`src/rtl/conv_seq_ctrl.sv`:
```
// Sequencer that feeds a packed N-digit word through one shared 4-bit converter,
// LSB nibble first, and reassembles the converted word behind a valid/ready handshake.
module conv_seq_ctrl #(
    parameter int unsigned N_DIGITS = 4,
    localparam int unsigned IDX_W = $clog2(N_DIGITS)
) (
    input  logic                  clk,
    input  logic                  rst_n,
    input  logic                  start,
    input  logic [4*N_DIGITS-1:0] din,
    input  logic                  stall,
    output logic                  busy,
    output logic [3:0]            conv_in,
    input  logic [3:0]            conv_out,
    output logic [IDX_W-1:0]      digit_idx,
    output logic [4*N_DIGITS-1:0] dout,
    output logic                  out_valid,
    input  logic                  out_ready
);

    typedef enum logic [1:0] {StIdle, StConv, StDone} state_e;

    localparam logic [IDX_W-1:0] LastIdx = IDX_W'(N_DIGITS - 1);

    state_e                state_q, state_d;
    logic [4*N_DIGITS-1:0] hold_q, hold_d;
    logic [4*N_DIGITS-1:0] dout_q, dout_d;
    logic [IDX_W-1:0]      idx_q, idx_d;
    logic                  out_valid_q, out_valid_d;
    logic [3:0]            cur_nib;

    always_comb begin
        state_d     = state_q;
        hold_d      = hold_q;
        dout_d      = dout_q;
        idx_d       = idx_q;
        out_valid_d = out_valid_q;

        // Select the held nibble addressed by the digit index.
        cur_nib = 4'h0;
        for (int unsigned k = 0; k < N_DIGITS; k++) begin
            if (idx_q == IDX_W'(k)) begin
                cur_nib = hold_q[4*k +: 4];
            end
        end

        unique case (state_q)
            StIdle: begin
                if (start) begin
                    hold_d  = din;
                    idx_d   = '0;
                    state_d = StConv;
                end
            end
            StConv: begin
                if (!stall) begin
                    for (int unsigned k = 0; k < N_DIGITS; k++) begin
                        if (idx_q == IDX_W'(k)) begin
                            dout_d[4*k +: 4] = conv_out;
                        end
                    end
                    if (idx_q == LastIdx) begin
                        idx_d       = '0;
                        out_valid_d = 1'b1;
                        state_d     = StDone;
                    end else begin
                        idx_d = idx_q + 1'b1;
                    end
                end
            end
            StDone: begin
                if (out_ready) begin
                    out_valid_d = 1'b0;
                    // A start alongside the handshake chains straight into the next word.
                    if (start) begin
                        hold_d  = din;
                        idx_d   = '0;
                        state_d = StConv;
                    end else begin
                        state_d = StIdle;
                    end
                end
            end
            default: begin
                state_d     = StIdle;
                out_valid_d = 1'b0;
                idx_d       = '0;
            end
        endcase
    end

    always_ff @(posedge clk) begin
        if (!rst_n) begin
            state_q     <= StIdle;
            hold_q      <= '0;
            dout_q      <= '0;
            idx_q       <= '0;
            out_valid_q <= 1'b0;
        end else begin
            state_q     <= state_d;
            hold_q      <= hold_d;
            dout_q      <= dout_d;
            idx_q       <= idx_d;
            out_valid_q <= out_valid_d;
        end
    end

    assign conv_in   = (state_q == StConv) ? cur_nib : 4'h0;
    assign busy      = (state_q != StIdle);
    assign digit_idx = idx_q;
    assign dout      = dout_q;
    assign out_valid = out_valid_q;

endmodule

```
`config.mk`:
```
export PLATFORM = sky130hd
export DESIGN_NAME = conv_seq_ctrl
export DESIGN_NICKNAME = d
export VERILOG_FILES = /design/src/rtl/conv_seq_ctrl.sv
export SDC_FILE = /design/constraint.sdc
export NUM_CORES = 1
export LEC_CHECK = 0
export ABC_AREA = 1
export BUFFER_PORTS_ARGS = -buffer_cell sky130_fd_sc_hd__clkbuf_2
export CORE_ASPECT_RATIO = 1.5
export CORE_UTILIZATION = 24
export DETAILED_ROUTE_END_ITERATION = 8
export GPL_TIMING_DRIVEN = 0
export SKIP_CTS_REPAIR_TIMING = 1
export SLEW_MARGIN = 25
export SYNTH_ARGS = -nofsm -noshare
export SYNTH_HDL_FRONTEND = slang
export SYNTH_SLANG_ARGS = --single-unit
export TNS_END_PERCENT = 1
```
`constraint.sdc`:
```
create_clock -name clk -period 3.3 [get_ports clk]
set_clock_uncertainty 0.1 [all_clocks]
set_input_delay 0.165 -clock clk [delete_from_list [all_inputs] [get_ports clk]]
set_output_delay 0.165 -clock clk [all_outputs]
set_load 0.03 [all_outputs]
```
Word level (Yosys, flattened, before mapping):

Cells that the tools add are included.

* register bits: 37
* input port bits: 25
* output and inout port bits: 24
* logic and storage cells: 55

* add/sub/neg operators: 1
* equality and inequality tests: 9
* muxes and demuxes: 23
* bitwise logic cells: 2
* reduce and logical (&&, ||, !) cells: 12

Operator list (number)
* $mux 16: 2
* $pmux 16 s2: 1
* $mux 4: 5
* $mux 2: 8
* $pmux 2 s3: 2
* $reduce_and 3->1: 4
* $ne 2x2->1 const B: 4
* $reduce_and 4->1: 2
* $eq 2x2->1 const B: 3
* $eq 2x1->1 const B: 2
* $logic_not 2->1: 2
* $mux 1: 4
* $reduce_and 2->1: 2
* $reduce_bool 2->1: 2
* $pmux 1 s3: 1
* $add 2x1->2 const B: 1
* $not 1->1: 2

Logic depth before layout (Yosys ltp):

Gate-level depths: netlist of run 1.

* depth after elaboration: 6
* gate-level depth with buffers: 8
* mapped depth without buffers: 8

Worst setup path after synthesis of run 1:

OpenSTA, ideal clock, no wires.

* path kind: register to output
* start point: reg idx_q[1], in the netlist digit_idx[1]
* end point: out conv_in[0]
* arrival: 1.710 ns
* data required time: 3.035 ns
* setup slack: 1.325 ns
* cell stages (with the launch flop): 8
* path buffers: 0
* path through: dfxtp_1 > inv_1 > ha_1 > inv_1 > nand3_1 > nand2_1 > o21ai_0 > a21oi_1

* word-level cells in the longest chain between the ends: 6
* elaborated cells between the ends (all ways): 9
* those cells by class: 3 x eq/ne; 5 x mux; 1 x reduce/logical

Ends and longest elaborated chain
* start: declaration: RTL line 28 `logic [IDX_W-1:0] idx_q, idx_d;`
* start signal: assignment: RTL line 103 `idx_q <= idx_d;`
* $logic_not 2->1: RTL line 42 `if (idx_q == IDX_W'(k)) begin`
* $mux 4 (3 in series): RTL line 42
* $mux 4 *: RTL line 42
* $mux 4 *: RTL line 108 `assign conv_in = (state_q == StConv) ? cur_nib : 4'h0;`
* end: declaration: RTL line 13 `output logic [3:0] conv_in,`

Every way passes the cells marked *; elsewhere a longest branch is shown, timed or not.

Worst setup path in the final report of run 1:

* start point: reg idx_q[0], in the netlist digit_idx[0]
* end point: out conv_in[2]

The elaborated chain is that of the path after synthesis.

==> key figures, run 1 <==
Outcome
  – Status: completed

Worst setup path
  – Crit path launch type: register
  – Worst setup EP type: output pin
  – Required @ worst endpoint: roughly 3000 ps
  – Worst Path Max Fanout: 5
  – Crit path top cell by count: inv_1
  – Critical Path Max Stage Delay: roughly 360 ps
  – Arrival time at the worst endpoint: ~1800 ps
  – Slowest-stage cell, CP: dfxtp_1
  – CP cell instances: inv_1 -> ha_1 -> inv_1 -> o21ai_0 -> nand2_1 -> a21oi_1 -> clkbuf_2
  – Setup CP Type: reg -> out

Cells and area
  – Share of layout cells above drive strength 1: around a quarter
  – Post-route insts no fill: 354
  – Fin nets: slightly above 300
  – Finished Cell Area: approximately 0.0021 mm^2
  – Area Overhead vs Synth: 28.03%
  – Filler cells: between 700 and 800
  – Diodes inserted: 0

Synthesis
  – Compound-Gate Fraction of Synth Area: between 10% and 20%
  – Cell area after synthesis: 0.001674 mm^2
  – Synth Area per Inst: about 7.5 um^2
  – Syn Inst Count: 222
  – Share of the synthesized area in the top cell type: around 44%
  – Mapped Nets: 251
  – Sequential fraction of the synthesis area: approximately 44%
  – Syn. warnings: 0
  – Post-synthesis cell type count: 22
  – Xor/xnor share of the synthesized area: 0%
  – Cell taking the most area after synthesis: dfxtp_1
  – Combinational family with the most area after synthesis: simple AND/OR/NAND/NOR gates
  – Top post-synthesis cells by area: dfxtp_1 44%, nor2_1 9.0%, a21oi_1 8.4%
  – Synth Area in Simple Gates: between 20 and 30%
  – Adder-Cell Fraction of Synth Area: 2.990%
  – Multiplexer area fraction after synthesis: 0%
  – Post-synthesis register bit count: 37

GRT
  – Global-route wire length before repair: 6672 um
  – Largest net degree at the start of global routing: 13
  – Gr usage total: between 10% and 20%
  – Initial antenna violation count: 0
  – Total gr overflow: 0
  – Vias in the first global route: 1503

STA
  – Hold Vio Cnt, Final: 0
  – Fmax: 488.6 MHz
  – Setup violators final: 0
  – Period Utilization, post-route: about 62%
  – Min cycle time layout: just over 2000 ps
  – Slew headroom: a little over two thirds
  – Pins Over Slew Limit: 0
  – Setup ws final: roughly 1300 ps
  – Sum Neg Setup Slack: 0 ps
  – Worst slew pin tran: between 400 and 500 ps
  – RSZ-0062 raised after global routing: false

CTS
  – Clk sinks: 37
  – Root Buffer: clkbuf_8
  – Htree depth: 2
  – CTS tree: built
  – CTS Buf Count: 5
  – Clk_lat worst skew: roughly 290 ps
  – CTS clock-pin slew for the worst setup and hold paths: around 70 ps
  – Clock tree buffer depth: 2

Power and ir drop
  – Clock Power Share: approximately 37%
  – Pwr Density: 583.5 mW/mm^2
  – Switching share of total power: 29.81%
  – Max IR drop VDD: roughly 300 uV
  – P_sw: ~0.37 mW
  – Comb power frac: 22.7%
  – Internal power: roughly 0.9 mW
  – Total leakage power: 1.001 nW
  – Sequential share of power: between 40% and 50%

Route
  – Met1 WL: 1711 um
  – DRC errors left: 0
  – Avg Vias per Cell: around 4.4
  – Number of routed nets with antenna violations: 0
  – Routed wire length: roughly 4000 um
  – DR vias: roughly 1600
  – DR pass1 iterations: 4
  – Routed wl met2: around 2000 um
  – Initial drt markers: 38
  – WL/cell: 11.23 um
  – Met3 wire length: 167 um
  – Highest routed metal layer: met4

Floorplanning
  – Rows: 36
  – Ports: between 40 and 50
  – Core box area: 0.006621 mm^2
  – Die area: 0.007321 mm^2
  – DIE HEIGHT: approximately 100 um
  – Starting density of the core: roughly a quarter
  – Die W: between 70 and 80 um

Placement
  – DP Area: between 0.002 and 0.0025 mm^2
  – DP Worst Slack: 1583 ps
  – Placed insts: between 300 and 400
  – Final Wtd Congestion: 0.7877
  – Port bufs: 48
  – Dpl hpwl: roughly 3200 um

Min path
  – Hold WC Path Type: in -> reg

Job
  – Max Cap Viol: 0
==> power groups by stage <==
| stage | registers, mW | logic [mW] | clock network [mW] |
|---|---|---|---|
| 2_1_floorplan | 0.543 | 0.180 | 0 |
| 3_3_place_gp | 0.517 | 0.283 | 0 |
| 3_5_place_dp | 0.517 | 0.286 | 0 |
| 4_1_cts | 0.507 | 0.288 | 0.473 |
| 5_1_grt | 0.511 | 0.322 | 0.487 |
| 6_report | 0.507 | 0.284 | 0.460 |
==> placed cells by master (no fill, tap or decap) <==
| cell type | n |
|---|---|
| clkbuf_2 | 48 |
| nor2_1 | 40 |
| dfxtp_1 | 37 |
| nand2_1 | 29 |
| a21oi_1 | 28 |
| nand3_1 | 19 |
| o21ai_0 | 18 |
| inv_1 | 16 |
| o21ai_1 | 9 |
| nand2_4 | 6 |
| clkbuf_8 | 5 |
| ha_1 | 4 |
| clkinv_2 | 3 |
| clkbuf_1 | 2 |
| clkinv_4 | 2 |
| nand3_2 | 2 |
| bufinv_16 | 2 |
| nor2_8 | 1 |
| nor2_4 | 1 |
| buf_6 | 1 |
| buf_4 | 1 |
| buf_2 | 1 |
| buf_1 | 1 |
| nand4_1 | 1 |
| nor2_2 | 1 |
==> cell usage after synthesis <==
master     n
nor2_1    40
dfxtp_1   37
nand2_1   29
a21oi_1   28
nand3_1   19
o21ai_0   18
inv_1     16
o21ai_1    9
nand2_4    6
ha_1       4
clkbuf_1   2
clkinv_2   2
clkinv_4   2
nand3_2    2
buf_1      1
buf_2      1
buf_4      1
buf_6      1
nand4_1    1
nor2_2     1
nor2_4     1
nor2_8     1
==> area by class of cell <==
cell class	count	area (um^2)	share of cell area, %
Multi-Input combinational cell	159	810.8	37.83
Sequential cell	37	740.7	34.56
Timing Repair Buffer	48	240.2	11.21
Tap cell	76	95.09	4.437
Inverter	20	87.58	4.086
Clock buffer	5	68.82	3.211
Clock inverter	3	65.06	3.036
Buffer	6	35.03	1.635
==> flip-flops by register name, summed over array words and instances (netlist names) <==
name / count
out_valid: 1
digit_idx: 2
dout: 16
state_q: 2
hold_q: 16
==> cells by family after synthesis <==
logic type | after synthesis
AOI/OAI and AO/OA | 55
adders and majority gates | 4
buffers and inverters | 26
and+or+nand+nor | 100
DFF | 37
==> worst paths after layout <==
check,startpoint,endpoint,slack (ps),cells after the start
min reg2reg,out_valid$_SDFFE_PN0P_,out_valid$_SDFFE_PN0P_,350,2
min,din[11],hold_q[11]$_SDFFE_PN0P_,20,3
max reg2reg,digit_idx[0]$_SDFFE_PN0P_,state_q[0]$_SDFFE_PN0P_,1710,8
max,digit_idx[0]$_SDFFE_PN0P_,conv_in[2],1250,7
==> metrics by stage <==
step	total power, mW	hold slack, ps	util (%)
finish	1.251	19.54	32.37
global route	1.320	25.03	32.37
CTS	1.268	14.01	32.37
detailed placement	0.8039	321.2	30.35
global placement	0.8002	317.8	30.35
floorplan	0.7226	203.4	-
==> routing by layer <==
metal	global-route usage (%)	vias up
met5	0	-
met4	4.143	0
met3	2.907	6
met2	20.19	41
met1	13.10	687
li1	-	834
==> worst max-delay path, delay by kind of cell (launching register included) <==
kind,cells,cell delay (ps)
flops,1,360
simple gates,1,90
buf+inv,3,410
fa+ha+maj,1,320
compound gates,2,320
Power figures use the tool's default switching activity.
==> inputs of run 2 (changes only) <==
- clock period: 3.3 -> 2.1 ns (I/O delays scaled with it)
==> run 2 against run 1 <==
  * The run now ends with negative hold slack left
  * Sequential cell count unchanged
  * Core utilization grew 1.8 points
  * Critical path depth unchanged
  * Power up 59%
  * Worst hold slack got worse by 48 ps
  * Non-clock buffer count rose by 11
  * Global-route usage did not move
  * Sequential power rose by 57%
  * Sequential share of layout area is 1.8 points lower
  * Clock-buffer cell count stayed put
  * Critical path type unchanged
  * Critical endpoint unchanged
  * Largest power group unchanged
==> key figures, run 2 (synthesized netlist as in run 1, its figures left out) <==
Power and ir drop
  – Pwr Density: slightly below 900 mW/mm^2
  – Max IR drop VDD: approximately 470 uV
  – Comb power frac: roughly a quarter
  – P_sw: a little under 0.6 mW
  – Internal power: between 1 and 1.5 mW
  – Sequential share of power: 40.1%
  – Switching share of total power: 29.70%
  – Total leakage power: around 1.0 nW
  – Clock Power Share: a little over a third

Route
  – WL/cell: ~11 um
  – DR vias: 1612
  – Number of routed nets with antenna violations: 0
  – Initial drt markers: 35
  – DR pass1 iterations: 4
  – Avg Vias per Cell: 4.416
  – DRC errors left: 0
  – Routed wire length: about 4100 um

Cells and area
  – Filler cells: slightly above 700
  – Finished Cell Area: 0.002263 mm^2
  – Area Overhead vs Synth: 35.20%
  – Share of layout cells above drive strength 1: 26.64%
  – Most common cell after layout, fill and taps aside: clkbuf_2
  – Diodes inserted: 0
  – Multi-input gate area: slightly above 800 um^2
  – Most frequent cells in the layout: 47 x clkbuf_2, 40 x nor2_1, 37 x dfxtp_1, 29 x nand2_1, 28 x a21oi_1
  – Fin nets: between 300 and 400
  – Register Area: 740.7 um^2

Worst setup path
  – Worst setup EP type: output pin
  – Reg2reg setup slack: 500 ps
  – Required @ worst endpoint: 1890 ps
  – Arrival time at the worst endpoint: between 1500 and 2000 ps
  – Reg2Reg Depth: 8
  – R2R Path Start: digit_idx[0]$_SDFFE_PN0P_
  – RR Endpoint: state_q[0]$_SDFFE_PN0P_
  – Crit path top cell by count: inv_1
  – Worst Path Max Fanout: 5
  – Setup CP Type: reg -> out
  – Slowest-stage cell, CP: dfxtp_1
  – Critical Path Max Stage Delay: roughly 360 ps
  – Crit path launch type: register
  – CP cell instances: inv_1 -> ha_2 -> inv_1 -> o21ai_0 -> nand2_1 -> a21oi_1 -> clkbuf_2

Outcome
  – Failing checks: negative hold slack
  – Status: finished, violations left

Placement
  – Port bufs: between 40 and 50
  – Dpl hpwl: around 3200 um
  – DP Area: about 0.002 mm^2
  – Final Wtd Congestion: 0.7877

STA
  – Setup violators final: 0
  – Hold_ws: -28.37 ps
  – Hold Vio Cnt, Final: 4
  – Fmax: 514.5 MHz
  – Slew headroom: between 70 and 80%
  – Period Utilization, post-route: between 90% and 100%
  – Pins Over Slew Limit: 0
  – Min cycle time layout: around 1900 ps
  – Worst slew pin tran: around 450 ps

GRT
  – Global-route wire length before repair: ~6700 um
  – Largest net degree at the start of global routing: 13
  – Vias in the first global route: between 1500 and 2000
  – Gr usage total: 11.45%
  – Initial antenna violation count: 0
  – Total gr overflow: 0

CTS
  – CTS Buf Count: 5
  – CTS clock-pin slew for the worst setup and hold paths: ~70 ps
  – Htree depth: 2
  – CTS tree: built
  – Clk_lat worst skew: between 200 and 300 ps
  – Root Buffer: clkbuf_8
  – Clk sinks: 37
  – Clock tree buffer depth: 2

Floorplanning
  – Core box area: 0.006621 mm^2
  – Starting density of the core: 25.28%
  – Ports: between 40 and 50
  – Die W: between 70 and 80 um
  – Die area: about 0.0073 mm^2
  – DIE HEIGHT: 104.3 um
  – Rows: 36

Min path
  – Hold depth: 3
  – Hold WC Path Type: in -> reg
  – Hold Path End: hold_q[5]$_SDFFE_PN0P_
  – Hold Path Origin: din[5]

Job
  – Max Cap Viol: 0
## run 2: cell types whose count changed in the layout (fill, tap and decap cells not counted)
cell	before	now
clkbuf_2	48	47
clkbuf_4	0	1
dlygate4sd3_1	0	11
ha_1	4	1
ha_2	0	3
## run 2: how the worst max path moves through the flow
stage	from	end	slack, ps	cells after the start
global placement	digit_idx[1]$_SDFFE_PN0P_	conv_in[0]	450	8
CTS	digit_idx[1]$_SDFFE_PN0P_	conv_in[3]	110	8
global route	digit_idx[1]$_SDFFE_PN0P_	conv_in[3]	-1	8
detailed placement	digit_idx[1]$_SDFFE_PN0P_	conv_in[3]	440	8
floorplan	digit_idx[1]$_SDFFE_PN0P_	conv_in[0]	190	7
finish	digit_idx[0]$_SDFFE_PN0P_	conv_in[2]	160	7
## run 2: layout make-up
type / instances / share of cell area (%)
inverter: 20 / 3.870
sequential: 37 / 32.73
clock buffer: 5 / 3.040
buffer: 6 / 1.548
timing repair buffer: 59 / 15.59
clock inverter: 3 / 2.875
tap: 76 / 4.201
multi-input combinational: 159 / 36.15
## run 2: per-stage QoR
| stage | TNS [ps] | cells | utilization (%) | power, mW | setup WS [ps] |
|---|---|---|---|---|---|
| 6_report | 0 | 365 | 34.18 | 1.988 | 156.5 |
| 5_1_grt | -1.433 | 365 | 34.18 | 2.098 | -1.433 |
| 4_1_cts | 0 | 354 | 32.37 | 1.993 | 112.2 |
| 3_5_place_dp | 0 | 346 | 30.35 | 1.263 | 443.3 |
| 3_3_place_gp | 0 | 346 | 30.35 | 1.257 | 446.8 |
| 2_1_floorplan | 0 | 222 | - | 1.136 | 185.1 |
## run 2: routing by layer
metal	GRT usage, %	wire length (um)
met3	2.907	157
met5	0	0
met4	4.143	61
met1	13.10	1734
met2	20.19	2180
## run 2: power by group through the flow
stage	logic [mW]	registers [mW]	clock network (mW)
floorplan	0.283	0.853	0
global placement	0.445	0.812	0
detailed placement	0.450	0.813	0
CTS	0.452	0.797	0.744
global route	0.530	0.803	0.766
finish	0.469	0.797	0.722
## run 2: worst max-delay path: cells and delay by family, from the launching register on
kind / cells / cell delay [ps]
buf+inv: 3 / 410
flops: 1 / 360
compound gates: 2 / 320
fa+ha+maj: 1 / 270
simple gates: 1 / 90
==> inputs of run 3 (changes only) <==
- CORE_ASPECT_RATIO: 1.5 -> default
==> run 3 against run 2 <==
  * The run still ends with negative hold slack left
  * Combinational power decreased by 1%
  * Sequential power about the same
  * Core utilization fell by 1.5 points
  * Register-to-register slack worse by 30 ps
  * Critical path depth fell by 1
==> key figures, run 3 (synthesized netlist as in run 1, its figures left out) <==
Floorplanning
  – Rows: 30
  – Die area: 0.007314 mm^2
  – Core box area: 0.006756 mm^2
  – Die W: about 86 um
  – Starting density of the core: between 20 and 25%
  – Ports: a little under 50
  – DIE HEIGHT: roughly 86 um

Cells and area
  – Area Overhead vs Synth: 31.91%
  – Most common cell after layout, fill and taps aside: clkbuf_2
  – Most frequent cells in the layout: 46 x clkbuf_2, 40 x nor2_1, 37 x dfxtp_1, 29 x nand2_1, 28 x a21oi_1
  – Fin nets: about 320
  – Share of layout cells above drive strength 1: approximately a quarter
  – Diodes inserted: 0

Min path
  – Hold WC Path Type: in -> reg
  – Hold Path Origin: din[12]

Power and ir drop
  – Total leakage power: roughly 1.0 nW
  – Pwr Density: roughly 790 mW/mm^2
  – Pwr Total: approximately 1.8 mW
  – Max IR drop VDD: about 270 uV

Worst setup path
  – Slowest-stage cell, CP: dfxtp_1
  – Setup CP Type: reg -> out
  – Crit path launch type: register
  – Buf/Inv on CP: 2
  – CP cell instances: inv_1 -> ha_1 -> a21oi_1 -> nand2_1 -> a21oi_1 -> clkbuf_2
  – R2R Path Start: digit_idx[0]$_SDFFE_PN0P_
  – Arrival time at the worst endpoint: about 1700 ps
  – Critical Path Max Stage Delay: between 400 and 500 ps
  – Crit. Startpoint: digit_idx[0]$_SDFFE_PN0P_
  – Critical path's top delay family: flip-flops
  – Worst setup EP type: output pin
  – Crit path top cell by count: a21oi_1
  – Required @ worst endpoint: approximately 1900 ps
  – Worst Path Max Fanout: 7

Job
  – Max Cap Viol: 0

GRT
  – Initial antenna violation count: 0
  – Gr usage total: roughly an eighth
  – Total gr overflow: 0
  – Vias in the first global route: about 1500
  – Largest net degree at the start of global routing: 11
  – Global-route wire length before repair: just under 7000 um

STA
  – Min cycle time layout: 1938 ps
  – Worst slew pin tran: approximately 440 ps
  – Hold_ws: -32.92 ps
  – RSZ-0062 raised after global routing: false
  – Slew headroom: 70.56%
  – Hold Vio Cnt, Final: 4
  – Pins Over Slew Limit: 0
  – Period Utilization, post-route: between 90% and 100%
  – Setup violators final: 0
  – Sum Neg Setup Slack: 0 ps
  – Fmax: roughly 520 MHz

CTS
  – Root Buffer: clkbuf_8
  – Clk_lat worst skew: roughly 280 ps
  – Htree depth: 2
  – CTS Buf Count: 5
  – CTS clock-pin slew for the worst setup and hold paths: 70 ps
  – CTS tree: built
  – Clk sinks: 37
  – Clock tree buffer depth: 2

Route
  – DR vias: 1627
  – DR pass1 iterations: 4
  – WL/cell: 11.08 um
  – Avg Vias per Cell: between 4 and 5
  – Routed wire length: around 4000 um
  – Number of routed nets with antenna violations: 0
  – Initial drt markers: 43
  – DRC errors left: 0

Placement
  – Final Wtd Congestion: 0.7806
  – Port bufs: 48
  – Dpl hpwl: ~3200 um

Outcome
  – Status: finished, violations left
  – Failing checks: negative hold slack
run 3: layer usage:
layer  global-route usage, %  share of wire [%]  up-vias
li1                        -                  -      858
met1                   13.50                 47      717
met2                   20.22                 46       47
met3                   4.042                6.2        5
met4                   3.636               0.89        0
met5                       0                  0        -
run 3: layout make-up:
| cell class | count | area [um^2] |
|---|---|---|
| clock buffer | 7 | 86.33 |
| tap | 80 | 100.1 |
| buffer | 6 | 35.03 |
| inverter | 20 | 87.58 |
| timing repair buffer | 58 | 342.8 |
| fill | 748 | 4548 |
| sequential | 37 | 740.7 |
| multi-input combinational | 159 | 815.8 |
run 3: worst paths after layout:
path | slack [ps] | to | cells after the start
hold reg to reg | 340 | out_valid$_SDFFE_PN0P_ | 2
setup / recovery | 160 | conv_in[2] | 6
hold / removal | -30 | hold_q[12]$_SDFFE_PN0P_ | 3
setup reg to reg | 470 | state_q[0]$_SDFFE_PN0P_ | 8
run 3: worst min-delay path, cell delays in order:
cell	delay, ps
clkbuf_2	80
nand3_1	70
a21oi_1	60
run 3: per-stage QoR:
step | worst slack, ps | utilization (%) | cells | hold slack [ps] | area [um^2]
finish | 161.8 | 32.69 | 367 | -32.92 | 2208
global route | 12.21 | 32.69 | 367 | 2.927 | 2208
CTS | 104.1 | 31.09 | 357 | -44.01 | 2101
detailed placement | 426.4 | 29.81 | 350 | 264.8 | 2014
global placement | 447.9 | 29.81 | 350 | 258.3 | 2014
floorplan | 185.1 | - | 222 | 143.4 | 1674
run 3: report_power, final:
group          internal [mW]  switching [mW]
logic                  0.166           0.297
clock network          0.260           0.230
registers              0.757          0.0403
total                   1.18           0.567
